[src/rtl/acc_pkg.sv]
// Shared encodings for the accumulator processor control path:
// opcodes, sequencer states and ALU selects.
package acc_pkg;

    localparam logic [2:0] OP_LDA = 3'b000;
    localparam logic [2:0] OP_STA = 3'b001;
    localparam logic [2:0] OP_ADD = 3'b010;
    localparam logic [2:0] OP_SUB = 3'b011;
    localparam logic [2:0] OP_AND = 3'b100;
    localparam logic [2:0] OP_JMP = 3'b101;
    localparam logic [2:0] OP_JZ  = 3'b110;
    localparam logic [2:0] OP_HLT = 3'b111;

    typedef enum logic [2:0] {
        FETCH_A = 3'd0,
        FETCH_W = 3'd1,
        FETCH_B = 3'd2,
        DECODE  = 3'd3,
        OPER_W  = 3'd4,
        EXEC    = 3'd5,
        HALT    = 3'd6
    } state_t;

    localparam logic [1:0] ALU_PASS = 2'b00;
    localparam logic [1:0] ALU_ADD  = 2'b01;
    localparam logic [1:0] ALU_SUB  = 2'b10;
    localparam logic [1:0] ALU_AND  = 2'b11;

    function automatic logic [1:0] alu_for(input logic [2:0] op);
        case (op)
            OP_ADD:  return ALU_ADD;
            OP_SUB:  return ALU_SUB;
            OP_AND:  return ALU_AND;
            default: return ALU_PASS;
        endcase
    endfunction

endpackage

[src/rtl/mem_wait_cnt.sv]
// Memory latency counter: loaded with MEM_LAT on entry to a wait state,
// counts down, and flags the last wait cycle.
module mem_wait_cnt #(
    parameter int unsigned MEM_LAT = 1
) (
    input  logic clk,
    input  logic clr,
    input  logic load,
    input  logic clear,
    output logic done
);

    localparam int unsigned W = $clog2(MEM_LAT + 1);

    logic [W-1:0] cnt;

    always_ff @(posedge clk) begin
        if (clr)
            cnt <= '0;
        else if (load)
            cnt <= W'(MEM_LAT);
        else if (clear)
            cnt <= '0;
        else if (cnt != '0)
            cnt <= cnt - W'(1);
    end

    assign done = (cnt == W'(1));

endmodule

[src/rtl/acc_ctrl_seq.sv]
// Fetch/decode/execute sequencer for the 8-bit accumulator processor;
// Moore-decoded strobes for PC, MAR, IR, ACC, memory write and ALU select.
module acc_ctrl_seq
    import acc_pkg::*;
#(
    parameter int unsigned OPW     = 3,
    parameter int unsigned MEM_LAT = 1
) (
    input  logic           clk,
    input  logic           clr,
    input  logic           run,
    input  logic [OPW-1:0] opcode,
    input  logic           acc_zero,
    output logic           pc_inc,
    output logic           pc_ld,
    output logic           mar_ld,
    output logic           mar_sel,
    output logic           ir_ld,
    output logic           acc_ld,
    output logic [1:0]     alu_op,
    output logic           mem_we,
    output logic           halted,
    output logic [2:0]     state_o
);

    state_t state, nxt;
    logic   wait_done, wait_load, wait_clear;

    always_comb begin
        nxt = state;
        case (state)
            FETCH_A: if (run) nxt = FETCH_W;
            FETCH_W: if (wait_done) nxt = FETCH_B;
            FETCH_B: nxt = DECODE;
            DECODE: begin
                case (opcode)
                    OP_HLT:        nxt = HALT;
                    OP_JMP, OP_JZ: nxt = FETCH_A;
                    OP_STA:        nxt = EXEC;
                    default:       nxt = OPER_W;
                endcase
            end
            OPER_W:  if (wait_done) nxt = EXEC;
            EXEC:    nxt = FETCH_A;
            HALT:    nxt = HALT;
            default: nxt = FETCH_A;
        endcase
    end

    always_ff @(posedge clk) begin
        if (clr)
            state <= FETCH_A;
        else
            state <= nxt;
    end

    // Load wins over clear so a direct hop into a wait state starts a fresh count.
    assign wait_clear = (nxt != state);
    assign wait_load  = wait_clear && (nxt == FETCH_W || nxt == OPER_W);

    mem_wait_cnt #(.MEM_LAT(MEM_LAT)) u_wait (
        .clk   (clk),
        .clr   (clr),
        .load  (wait_load),
        .clear (wait_clear),
        .done  (wait_done)
    );

    always_comb begin
        pc_inc  = 1'b0;
        pc_ld   = 1'b0;
        mar_ld  = 1'b0;
        mar_sel = 1'b0;
        ir_ld   = 1'b0;
        acc_ld  = 1'b0;
        alu_op  = ALU_PASS;
        mem_we  = 1'b0;
        halted  = 1'b0;
        if (!clr) begin
            case (state)
                FETCH_A: mar_ld = run;
                FETCH_B: begin
                    ir_ld  = 1'b1;
                    pc_inc = 1'b1;
                end
                DECODE: begin
                    case (opcode)
                        OP_JMP: pc_ld = 1'b1;
                        OP_JZ:  pc_ld = acc_zero;
                        OP_HLT: ;
                        default: begin
                            mar_sel = 1'b1;
                            mar_ld  = 1'b1;
                        end
                    endcase
                end
                EXEC: begin
                    case (opcode)
                        OP_STA:                this_is_sta: mem_we = 1'b1;
                        OP_JMP, OP_JZ, OP_HLT: ;
                        default: begin
                            acc_ld = 1'b1;
                            alu_op = alu_for(opcode);
                        end
                    endcase
                end
                HALT:    halted = 1'b1;
                default: ;
            endcase
        end
    end

    assign state_o = state;

endmodule

[config.mk]
export PLATFORM = sky130hd
export DESIGN_NAME = acc_ctrl_seq
export DESIGN_NICKNAME = d
export VERILOG_FILES = /design/src/rtl/acc_pkg.sv /design/src/rtl/mem_wait_cnt.sv /design/src/rtl/acc_ctrl_seq.sv
export SDC_FILE = /design/constraint.sdc
export NUM_CORES = 1
export LEC_CHECK = 0
export ABC_AREA = 0
export BUFFER_PORTS_ARGS = -buffer_cell sky130_fd_sc_hd__buf_4
export CORE_AREA = 2 2 39 41
export DETAILED_ROUTE_END_ITERATION = 7
export DIE_AREA = 0 0 41 43
export GPL_TIMING_DRIVEN = 0
export SKIP_LAST_GASP = 1
export SLEW_MARGIN = 10
export SYNTH_ARGS = -nofsm -noshare
export SYNTH_HDL_FRONTEND = slang
export SYNTH_SLANG_ARGS = --single-unit
[constraint.sdc]
create_clock -name clk -period 2 [get_ports clk]
set_input_delay 0.3 -clock clk [delete_from_list [all_inputs] [get_ports clk]]
set_output_delay 0.3 -clock clk [all_outputs]
set_load 0.05 [all_outputs]
==> metrics.csv, run 1 <==
stage;metric;value;unit
run_status;status;finished clean;
global_routing;antenna violations before repair;0;
detailed_routing;vias per cell;5.13;
synthesis;Yosys top cell by area;dfxtp_1;
place;pre-CTS setup slack;0.203;ns
synthesis;Synth Area in Adders;0;%
floorplanning;Core Area;0.00138;mm^2
worst_setup_path;CP Max Fanout;7;
detailed_routing;routed len/inst;11.3;um
sta;Final Hold Slack;0.296;ns
global_routing;Total Routing Usage GR;14.1;%
min_path;HP Class;in -> reg;
clock_tree;Clock transition at path regs;0.04;ns
floorplanning;# rows;14;
sta;Final Critical Period;1.92;ns
run;max-cap violations;0;
synthesis;Synth cell types;30;
detailed_routing;DR vias;523;
finish;Final Util;49.3;%
finish;Final Instance Area;682;um^2
clock_tree;CTS tree;done;
worst_setup_path;critical path required time;1.70;ns
global_routing;remaining global-route overflow;0;
synthesis;top cells by area, synth;dfxtp_1, a21oi_1, nor2_1, nand2_1, buf_4;
sta;final number of setup-violating endpoints;0;
finish;fin nets;95;
power;Switch Pwr;108;uW
power;sequential share of power;31.1;%
synthesis;mux cell area share after synthesis;0;%
synthesis;cell count after synthesis;66;
global_routing;largest net degree at the start of global routing;12;
worst_setup_path;critical path arrival;1.62;ns
finish;Layout area overhead;52.2;%
synthesis;Yosys warning total;0;
synthesis;sequential fraction of the synthesis area;17.9;%
power;power per standard cell area;451;mW/mm^2
clock_tree;CTS root buf;clkbuf_4;
sta;Fin. Hold Viols;0;
place;GP Congestion;0.743;
synthesis;Synth Cell Area;448;um^2
detailed_routing;1st-iter DRT viols;11;
worst_setup_path;CP Capture Type;output port;
detailed_routing;TritonRoute pass-1 iters;4;
synthesis;Yosys top cell area share;17.9;%
synthesis;#FFs+latches synth;4;
worst_setup_path;crit path kind;reg -> out;
sta;Max Slew Vio Count;0;
power;Comb power frac;36.4;%
power;clock share of power;32.4;%
detailed_routing;WL final;1150;um
place;Post-Place Cell Area;649;um^2
sta;Post-Route Skew;0.00229;ns
detailed_routing;antenna-violating nets left;0;
power;Pint;199;uW
finish;final std cells w/o fill;102;
sta;RSZ-0062 raised after global routing;false;
power;Sw Share;35.2;%
clock_tree;TritonCTS Buffers;3;
synthesis;Post-Syn Area per Cell;6.79;um^2
finish;Filler Cells Inserted;150;
sta;Fmax;521;MHz
floorplanning;Initial Utilization;32.4;%
worst_setup_path;Worst setup SP type;register;
finish;share of layout cells above drive strength 1;50.0;%
clock_tree;CTS sink cnt;4;
sta;Worst Tran Pin Value;0.293;ns
place;port buffer count;17;
sta;Slew HR;80.5;%
place;placed cell count;99;
floorplanning;IO Count;20;
floorplanning;Die Ht;43;um
power;power after layout;307;uW
global_routing;first-pass GRT wire length;1720;um
synthesis;Compound-Gate Fraction of Synth Area;25.4;%
synthesis;largest family of logic cells by synthesized area;simple AND/OR/NAND/NOR gates;
place;Final HPWL DP;822;um
sta;setup_tns;0;ns
clock_tree;CTS Hold Buffers Added;0;
synthesis;post-synthesis simple-gate area fraction;38.5;%
synthesis;xor-xnor portion of the synthesized cell area;3.91;%
sta;Setup WS post-layout;0.0810;ns
finish;antenna diode count;0;
clock_tree;clk buf depth;2;
power;VDD IR-drop max;0.131;mV
floorplanning;Die X;41;um
synthesis;Syn Nets;73;
clock_tree;Clock Latency Late Sink;0.24;ns
global_routing;vias in the first global route;409;
sta;crit share post-route;96.0;%
power;LEAKAGE;0.289;nW
detailed_routing;Remaining DRCs;0;
floorplanning;Die ar.;0.00176;mm^2
clock_tree;CTS H-tree depth;1;
==> sequential cells by signal, summed over array words and instances (netlist names) <==
signal and flops:
state_o 3, u_wait.done 1
==> area by class of cell <==
type                       instances  area, um^2  share of cell area, %
buffer                             4        31.3                   4.59
clock buffer                       3        22.5                   3.30
inverter                           4        15.0                   2.20
multi-input combinational         51         347                   50.8
sequential                         4        88.8                   13.0
tap                               16        20.0                   2.94
timing repair buffer              20         158                   23.1
==> cell usage in the layout (no fill, tap or decap) <==
master	n
dfxtp_2	1
inv_2	2
nand2_1	7
nor3_4	2
buf_4	20
and4_1	1
and3_1	1
nor2_4	2
nor2_1	6
a21oi_1	7
o32a_1	1
dfxtp_4	2
clkbuf_4	3
nor3b_1	1
and2_1	1
dfxtp_1	1
a31oi_1	1
o21a_1	1
nor2_2	1
xnor2_1	1
a221oi_1	1
o2bb2ai_1	1
nor3b_2	1
nor3_1	3
o21ai_0	3
nor2b_2	1
nand2b_1	1
or4_4	1
a311oi_2	1
buf_6	3
a211oi_1	1
buf_2	1
nor3_2	1
or3_1	1
inv_1	2
xor2_1	1
or2_2	1
==> worst max-delay path, stage by stage, from the launching register on <==
cell,delay [ns]
dfxtp_4,0.38
inv_2,0.05
or4_4,0.56
nor3_4,0.21
buf_6,0.18
==> synthesized netlist by cell type <==
library cell and instances:
dfxtp_1 4, nand2_1 7, nor3_1 4, o21ai_0 3, o32a_1 1, inv_2 2
buf_2 3, xor2_1 1, and4_1 1, nor3_2 2, nor2b_1 1, nor2_1 9
inv_1 2, buf_4 3, nand2b_1 1, xnor2_1 1, and3_1 1, a21oi_1 7
and2_1 1, o21a_1 1, or3_1 1, a31oi_1 1, a211oi_1 1, nor3b_1 2
a311oi_2 1, a221oi_1 1, buf_6 1, or4_4 1, o2bb2ai_1 1, or2_2 1
==> kinds of logic (layout without fill, tap and decap cells) <==
group | Yosys count | after routing
xor+xnor | 2 | 2
buf+inv | 11 | 31
simple gates | 32 | 32
flops | 4 | 4
compound gates | 17 | 17
==> layer usage <==
metal  global-route usage [%]  part of all wire (%)  vias to the layer above
met4                     10.0                  0.69                        0
met1                     21.0                    44                      230
li1                         -                     -                      268
met3                     1.57                   8.2                        2
met5                        0                     0                        -
met2                     17.8                    47                       23
==> final timing paths <==
check	slack (ns)	cells after the start	endpoint	startpoint
worst max-delay path	0.08	4	alu_op[0]	state_o[0]
worst min-delay path	0.30	2	state_o[1]	clr
worst max register to register	0.67	4	u_wait.done	state_o[0]
worst min register to register	0.57	2	state_o[0]	state_o[1]
==> power groups by stage <==
stage                     Clock, mW  Combinational (mW)  Sequential, mW
after global placement            0               0.112          0.0900
after global routing          0.112               0.122          0.0965
after floorplan                   0              0.0738           0.102
after CTS                     0.104               0.101          0.0964
after detailed placement          0               0.112          0.0900
final                        0.0997               0.112          0.0958
==> repair_timing <==
action / in CTS / in global routing
buffers inserted: 0 / 3
setup endpoints to repair: 2 / 2
resized for setup: 2 / 0
pin swaps: 2 / 2
endpoints found under the hold margin: 0 / 0
Note: power is estimated with default switching activity, not from simulation.
==> run 2, diff against run 1 <==
Settings changed: CTS_BUF_LIST from default to sky130_fd_sc_hd__clkbuf_8.
==> metrics.csv, run 2 (synthesized netlist as in run 1, its figures left out) <==
stage;metric;value;unit;change
worst_setup_path;CP max-delay cell;or4_4;;
run;max-cap violations;0;;unchanged
sta;crit share post-route;96.3;%;+0.37 points
place;GP Congestion;0.743;;unchanged
worst_setup_path;critical path required time;1.70;ns;about the same
finish;Layout area overhead;56.4;%;
place;port buffer count;17;;unchanged
sta;RSZ-0062 raised after global routing;false;;
detailed_routing;M1 WL;523;um;+3.0%
detailed_routing;vias per cell;5.14;;+0.19%
sta;Post-Route Skew;0.00255;ns;+0.000258 ns
global_routing;antenna violations before repair;0;;unchanged
clock_tree;CTS sink cnt;4;;unchanged
global_routing;largest net degree at the start of global routing;12;;unchanged
global_routing;first-pass GRT wire length;1780;um;+3.6%
detailed_routing;Top Metal Used;met4;;
sta;Final Critical Period;1.93;ns;+0.00733 ns
finish;antenna diode count;0;;unchanged
detailed_routing;Remaining DRCs;0;;unchanged
detailed_routing;antenna-violating nets left;0;;unchanged
global_routing;remaining global-route overflow;0;;unchanged
finish;multi-input combinational cell area;347;um^2;unchanged
floorplanning;Core Area;0.00138;mm^2;unchanged
clock_tree;CTS Hold Buffers Added;0;;unchanged
floorplanning;IO Count;20;;unchanged
finish;fin nets;95;;unchanged
sta;setup_tns;0;ns;unchanged
global_routing;Total Routing Usage GR;15.2;%;+1.1 points
clock_tree;Clock transition at path regs;0.03;ns;about the same
floorplanning;Die Ht;43;um;unchanged
sta;Fin. Hold Viols;0;;unchanged
sta;Max Slew Vio Count;0;;unchanged
worst_setup_path;crit path kind;reg -> out;;
sta;Worst Tran Pin Value;0.293;ns;+0.000578 ns
clock_tree;CTS tree;done;;
worst_setup_path;Max stage delay on crit path;0.59;ns;+0.03 ns
detailed_routing;WL final;1150;um;unchanged
worst_setup_path;CP Max Fanout;7;;unchanged
clock_tree;clk buf depth;2;;unchanged
sta;Fmax;519;MHz;-0.38%
finish;Filler Cells Inserted;150;;unchanged
power;power per standard cell area;541;mW/mm^2;+20%
run_status;status;finished clean;;
finish;max reg flops;3;;unchanged
power;VDD IR-drop max;0.160;mV;+22%
detailed_routing;DR WL met3;70;um;-26%
finish;share of layout cells above drive strength 1;50.0;%;unchanged
floorplanning;Initial Utilization;32.4;%;unchanged
finish;Reg area;88.8;um^2;unchanged
finish;commonest non-fill, non-tap cells in the layout;buf_4, nand2_1, a21oi_1, nor2_1;;
power;power after layout;379;uW;+23%
clock_tree;Clock Latency Late Sink;0.22;ns;-0.02 ns
detailed_routing;1st-iter DRT viols;4;;-7
clock_tree;CTS root buf;clkbuf_8;;
finish;most common cell after layout, fill and taps aside;buf_4;;
detailed_routing;routed len/inst;11.3;um;unchanged
global_routing;vias in the first global route;412;;+0.73%
floorplanning;# rows;14;;unchanged
worst_setup_path;CP Capture Type;output port;;
floorplanning;Die X;41;um;unchanged
floorplanning;Die ar.;0.00176;mm^2;unchanged
detailed_routing;TritonRoute pass-1 iters;3;;-1
worst_setup_path;critical path arrival;1.63;ns;about the same
sta;final number of setup-violating endpoints;0;;unchanged
sta;Slew HR;80.5;%;about the same
detailed_routing;DR vias;524;;+0.19%
clock_tree;CTS H-tree depth;1;;unchanged
worst_setup_path;Worst setup SP type;register;;
min_path;HP Class;in -> reg;;
place;Final HPWL DP;822;um;unchanged
clock_tree;TritonCTS Buffers;3;;unchanged
detailed_routing;met2 wire len;522;um;-3.3%
power;LEAKAGE;0.297;nW;+2.7%
worst_setup_path;Cell Chain, Critical Path;inv_2 -> or4_4 -> nor3_4 -> buf_6;;
[run 2: cell count changes in the layout (fill, tap and decap cells not counted)]
cell and change:
clkbuf_8 +3, clkbuf_4 -3
[run 2: layout make-up]
type / count / area share [%]
Multi-Input combinational cell: 51 / 49.5
Timing Repair Buffer: 20 / 22.5
Sequential cell: 4 / 12.7
Clock buffer: 3 / 5.89
Buffer: 4 / 4.46
Tap cell: 16 / 2.86
Inverter: 4 / 2.14
[run 2: final timing paths]
path	start	endpoint	slack, ns	depth (start not counted)
hold reg to reg	state_o[1]	state_o[0]	0.56	2
hold / removal	clr	state_o[1]	0.32	2
setup reg to reg	state_o[0]	u_wait.done	0.67	4
setup / recovery	state_o[0]	alu_op[0]	0.07	4
[run 2: layer usage]
metal / vias to the layer above / GRT usage, %
li1: 271 / -
met1: 233 / 21.3
met4: 0 / 14.0
met3: 4 / 3.14
met2: 16 / 18.1
met5: - / 0
[run 2: stage by stage]
stage | util, % | std cells | setup WS [ns] | hold WS [ns] | instance area (um^2)
after floorplan | - | 66 | 0.00500 | 0.362 | 502
after global placement | 46.9 | 99 | 0.199 | 0.537 | 649
after detailed placement | 46.9 | 99 | 0.203 | 0.530 | 649
after CTS | 49.9 | 101 | 0.0200 | 0.305 | 691
after global routing | 50.6 | 102 | 0.0290 | 0.319 | 701
final | 50.6 | 102 | 0.0737 | 0.317 | 701
[run 2: critical path, delay by kind of cell, from the launching register on]
family | cells | cell delay, ns
simple gates | 2 | 0.80
flops | 1 | 0.37
buf+inv | 2 | 0.23
[run 2: what timing repair did]
item | 4_1_cts | 5_1_grt
pin swaps | 2 | 2
endpoints found under the setup margin | 2 | 2
gates resized for setup | 2 | 0
hold endpoints to repair | 0 | 0
buffers inserted | 0 | 3
[run 2: power by group]
| group | total (mW) | switching [mW] | internal, mW |
|---|---|---|---|
| sequential | 0.0954 | 0.0100 | 0.0854 |
| combinational | 0.112 | 0.0654 | 0.0468 |
| clock | 0.171 | 0.0427 | 0.128 |
==> run 3, diff against run 2 <==
==> constraint.sdc (replaced) <==
create_clock -name clk -period 2 [get_ports clk]
set_input_delay 0.4 -clock clk [delete_from_list [all_inputs] [get_ports clk]]
set_output_delay 0.4 -clock clk [all_outputs]
set_load 0.05 [all_outputs]
==> metrics.csv, run 3 (synthesized netlist as in run 1, its figures left out) <==
stage;metric;value;unit;change
run_status;status;finished clean;;
finish;most common cell after layout, fill and taps aside;buf_4;;
clock_tree;CTS sink cnt;4;;unchanged
floorplanning;IO Count;20;;unchanged
finish;fin nets;93;;-2.1%
detailed_routing;Top Metal Used;met3;;
detailed_routing;DR vias;518;;-1.1%
detailed_routing;M1 WL;575;um;+9.9%
sta;Slew HR;79.2;%;-1.3 points
detailed_routing;WL final;1160;um;+0.26%
finish;Layout area overhead;54.7;%;
sta;final number of setup-violating endpoints;0;;unchanged
detailed_routing;met2 wire len;546;um;+4.6%
finish;share of layout cells above drive strength 1;48.2;%;-1.8 points
floorplanning;Core Area;0.00138;mm^2;unchanged
worst_setup_path;Max stage delay on crit path;0.49;ns;-0.10 ns
clock_tree;Clock Latency Late Sink;0.22;ns;about the same
global_routing;largest net degree at the start of global routing;12;;unchanged
global_routing;Total Routing Usage GR;15.7;%;+0.45 points
finish;antenna diode count;0;;unchanged
finish;Final Util;50.1;%;-0.54 points
worst_setup_path;Worst setup SP type;register;;
clock_tree;clk buf depth;2;;unchanged
place;port buffer count;17;;unchanged
sta;setup_tns;0;ns;unchanged
clock_tree;TritonCTS Buffers;3;;unchanged
power;power per standard cell area;544;mW/mm^2;+0.69%
finish;commonest non-fill, non-tap cells in the layout;buf_4, nand2_1, a21oi_1, nor2_1;;
global_routing;antenna violations before repair;0;;unchanged
worst_setup_path;CP max-delay cell;or4_4;;
sta;Max Slew Vio Count;0;;unchanged
place;GP Congestion;0.744;;+0.13%
worst_setup_path;critical path required time;1.60;ns;-0.10 ns
power;VDD IR-drop max;0.189;mV;+18%
sta;Final Critical Period;1.97;ns;+0.0444 ns
floorplanning;Die ar.;0.00176;mm^2;unchanged
detailed_routing;vias per cell;5.13;;-0.17%
clock_tree;Clock transition at path regs;0.03;ns;about the same
sta;Fin. Hold Viols;0;;unchanged
global_routing;first-pass GRT wire length;1930;um;+8.5%
min_path;HP Class;in -> reg;;
detailed_routing;1st-iter DRT viols;8;;+4
sta;crit share post-route;98.5;%;+2.2 points
clock_tree;CTS tree;done;;
worst_setup_path;CP Capture Type;output port;;
finish;max reg flops;3;;unchanged
power;power after layout;377;uW;-0.39%
worst_setup_path;Cell Chain, Critical Path;inv_2 -> or4_4 -> nor3_4 -> buf_6;;
detailed_routing;TritonRoute pass-1 iters;6;;+3
power;LEAKAGE;0.291;nW;-1.8%
sta;Worst Tran Pin Value;0.312;ns;+0.0191 ns
place;Final HPWL DP;865;um;+5.2%
floorplanning;# rows;14;;unchanged
global_routing;remaining global-route overflow;0;;unchanged
worst_setup_path;cell family with most CP delay;simple AND/OR/NAND/NOR gates;;
clock_tree;CTS root buf;clkbuf_8;;
sta;Fmax;507;MHz;-2.3%
clock_tree;CTS H-tree depth;1;;unchanged
floorplanning;Initial Utilization;32.4;%;unchanged
floorplanning;Die Ht;43;um;unchanged
detailed_routing;antenna-violating nets left;0;;unchanged
detailed_routing;routed len/inst;11.4;um;+1.3%
worst_setup_path;reg2reg setup slack;0.65;ns;-0.02 ns
sta;RSZ-0062 raised after global routing;true;;
floorplanning;Die X;41;um;unchanged
global_routing;vias in the first global route;463;;+12%
detailed_routing;DR WL met3;33;um;-53%
run;max-cap violations;0;;unchanged
worst_setup_path;Buf/Inv on CP;2;;unchanged
place;Post-Place Cell Area;663;um^2;+2.1%
sta;Post-Route Skew;0.00358;ns;+0.00103 ns
worst_setup_path;crit path kind;reg -> out;;
worst_setup_path;critical path arrival;1.57;ns;-0.06 ns
worst_setup_path;CP Max Fanout;9;;+2
detailed_routing;Remaining DRCs;0;;unchanged
finish;Final Instance Area;693;um^2;-1.1%
## run 3: changes by cell type in the layout (fill, tap and decap cells not counted)
cell     before  now
dfxtp_2       1    0
buf_4        20   18
dfxtp_4       2    3
nor3b_4       0    1
nor2_4        2    1
nor3b_2       1    0
inv_1         2    3
nor2_2        1    2
## run 3: what timing repair did
action	in CTS	in global routing
endpoints found under the setup margin	4	2
cloned	0	0
pin swaps	2	0
buffers inserted	1	0
hold buffers	0	0
resized for setup	1	1
## run 3: final cells by class
| cell class | instances | area, um^2 |
|---|---|---|
| fillers | 144 | 691 |
| inverters | 4 | 15.0 |
| well taps | 16 | 20.0 |
| plain buffers | 4 | 31.3 |
| clock buffers | 3 | 41.3 |
| clock inverters | 1 | 3.75 |
| repair buffers | 18 | 143 |
| multi-input cells | 51 | 348 |
| flip-flops and latches | 4 | 91.3 |
## run 3: final timing paths
check	startpoint	cells past startpoint	to
max reg2reg	state_o[0]	4	u_wait.done
max	state_o[2]	4	alu_op[0]
min	clr	2	state_o[1]
min reg2reg	state_o[0]	3	state_o[2]
## run 3: report_power, final
group          total, mW  internal, mW  switching [mW]
Sequential        0.0918        0.0844         0.00739
Clock              0.174         0.131          0.0432
Combinational      0.111        0.0437          0.0676
Total              0.377         0.259           0.118
## run 3: worst register-to-register path, delay by kind of cell, from the launching register on
kind / cells / cell delay, ns
compound gates: 2 / 0.43
simple gates: 1 / 0.35
flops: 1 / 0.33
buf+inv: 1 / 0.16
## run 3: layer usage
layer | up-vias | GRT usage [%]
li1 | 266 | -
met1 | 237 | 23.5
met2 | 15 | 20.3
met3 | 0 | 1.57
met4 | 0 | 10.0
met5 | - | 0
## run 3: metrics by stage
stage	cells	setup slack [ns]	hold slack (ns)
finish	101	0.0292	0.417
global route	101	-0.0166	0.430
CTS	101	0.0164	0.414
detailed placement	99	0.0316	0.553
global placement	99	0.0380	0.573
floorplan	66	-0.0406	0.459
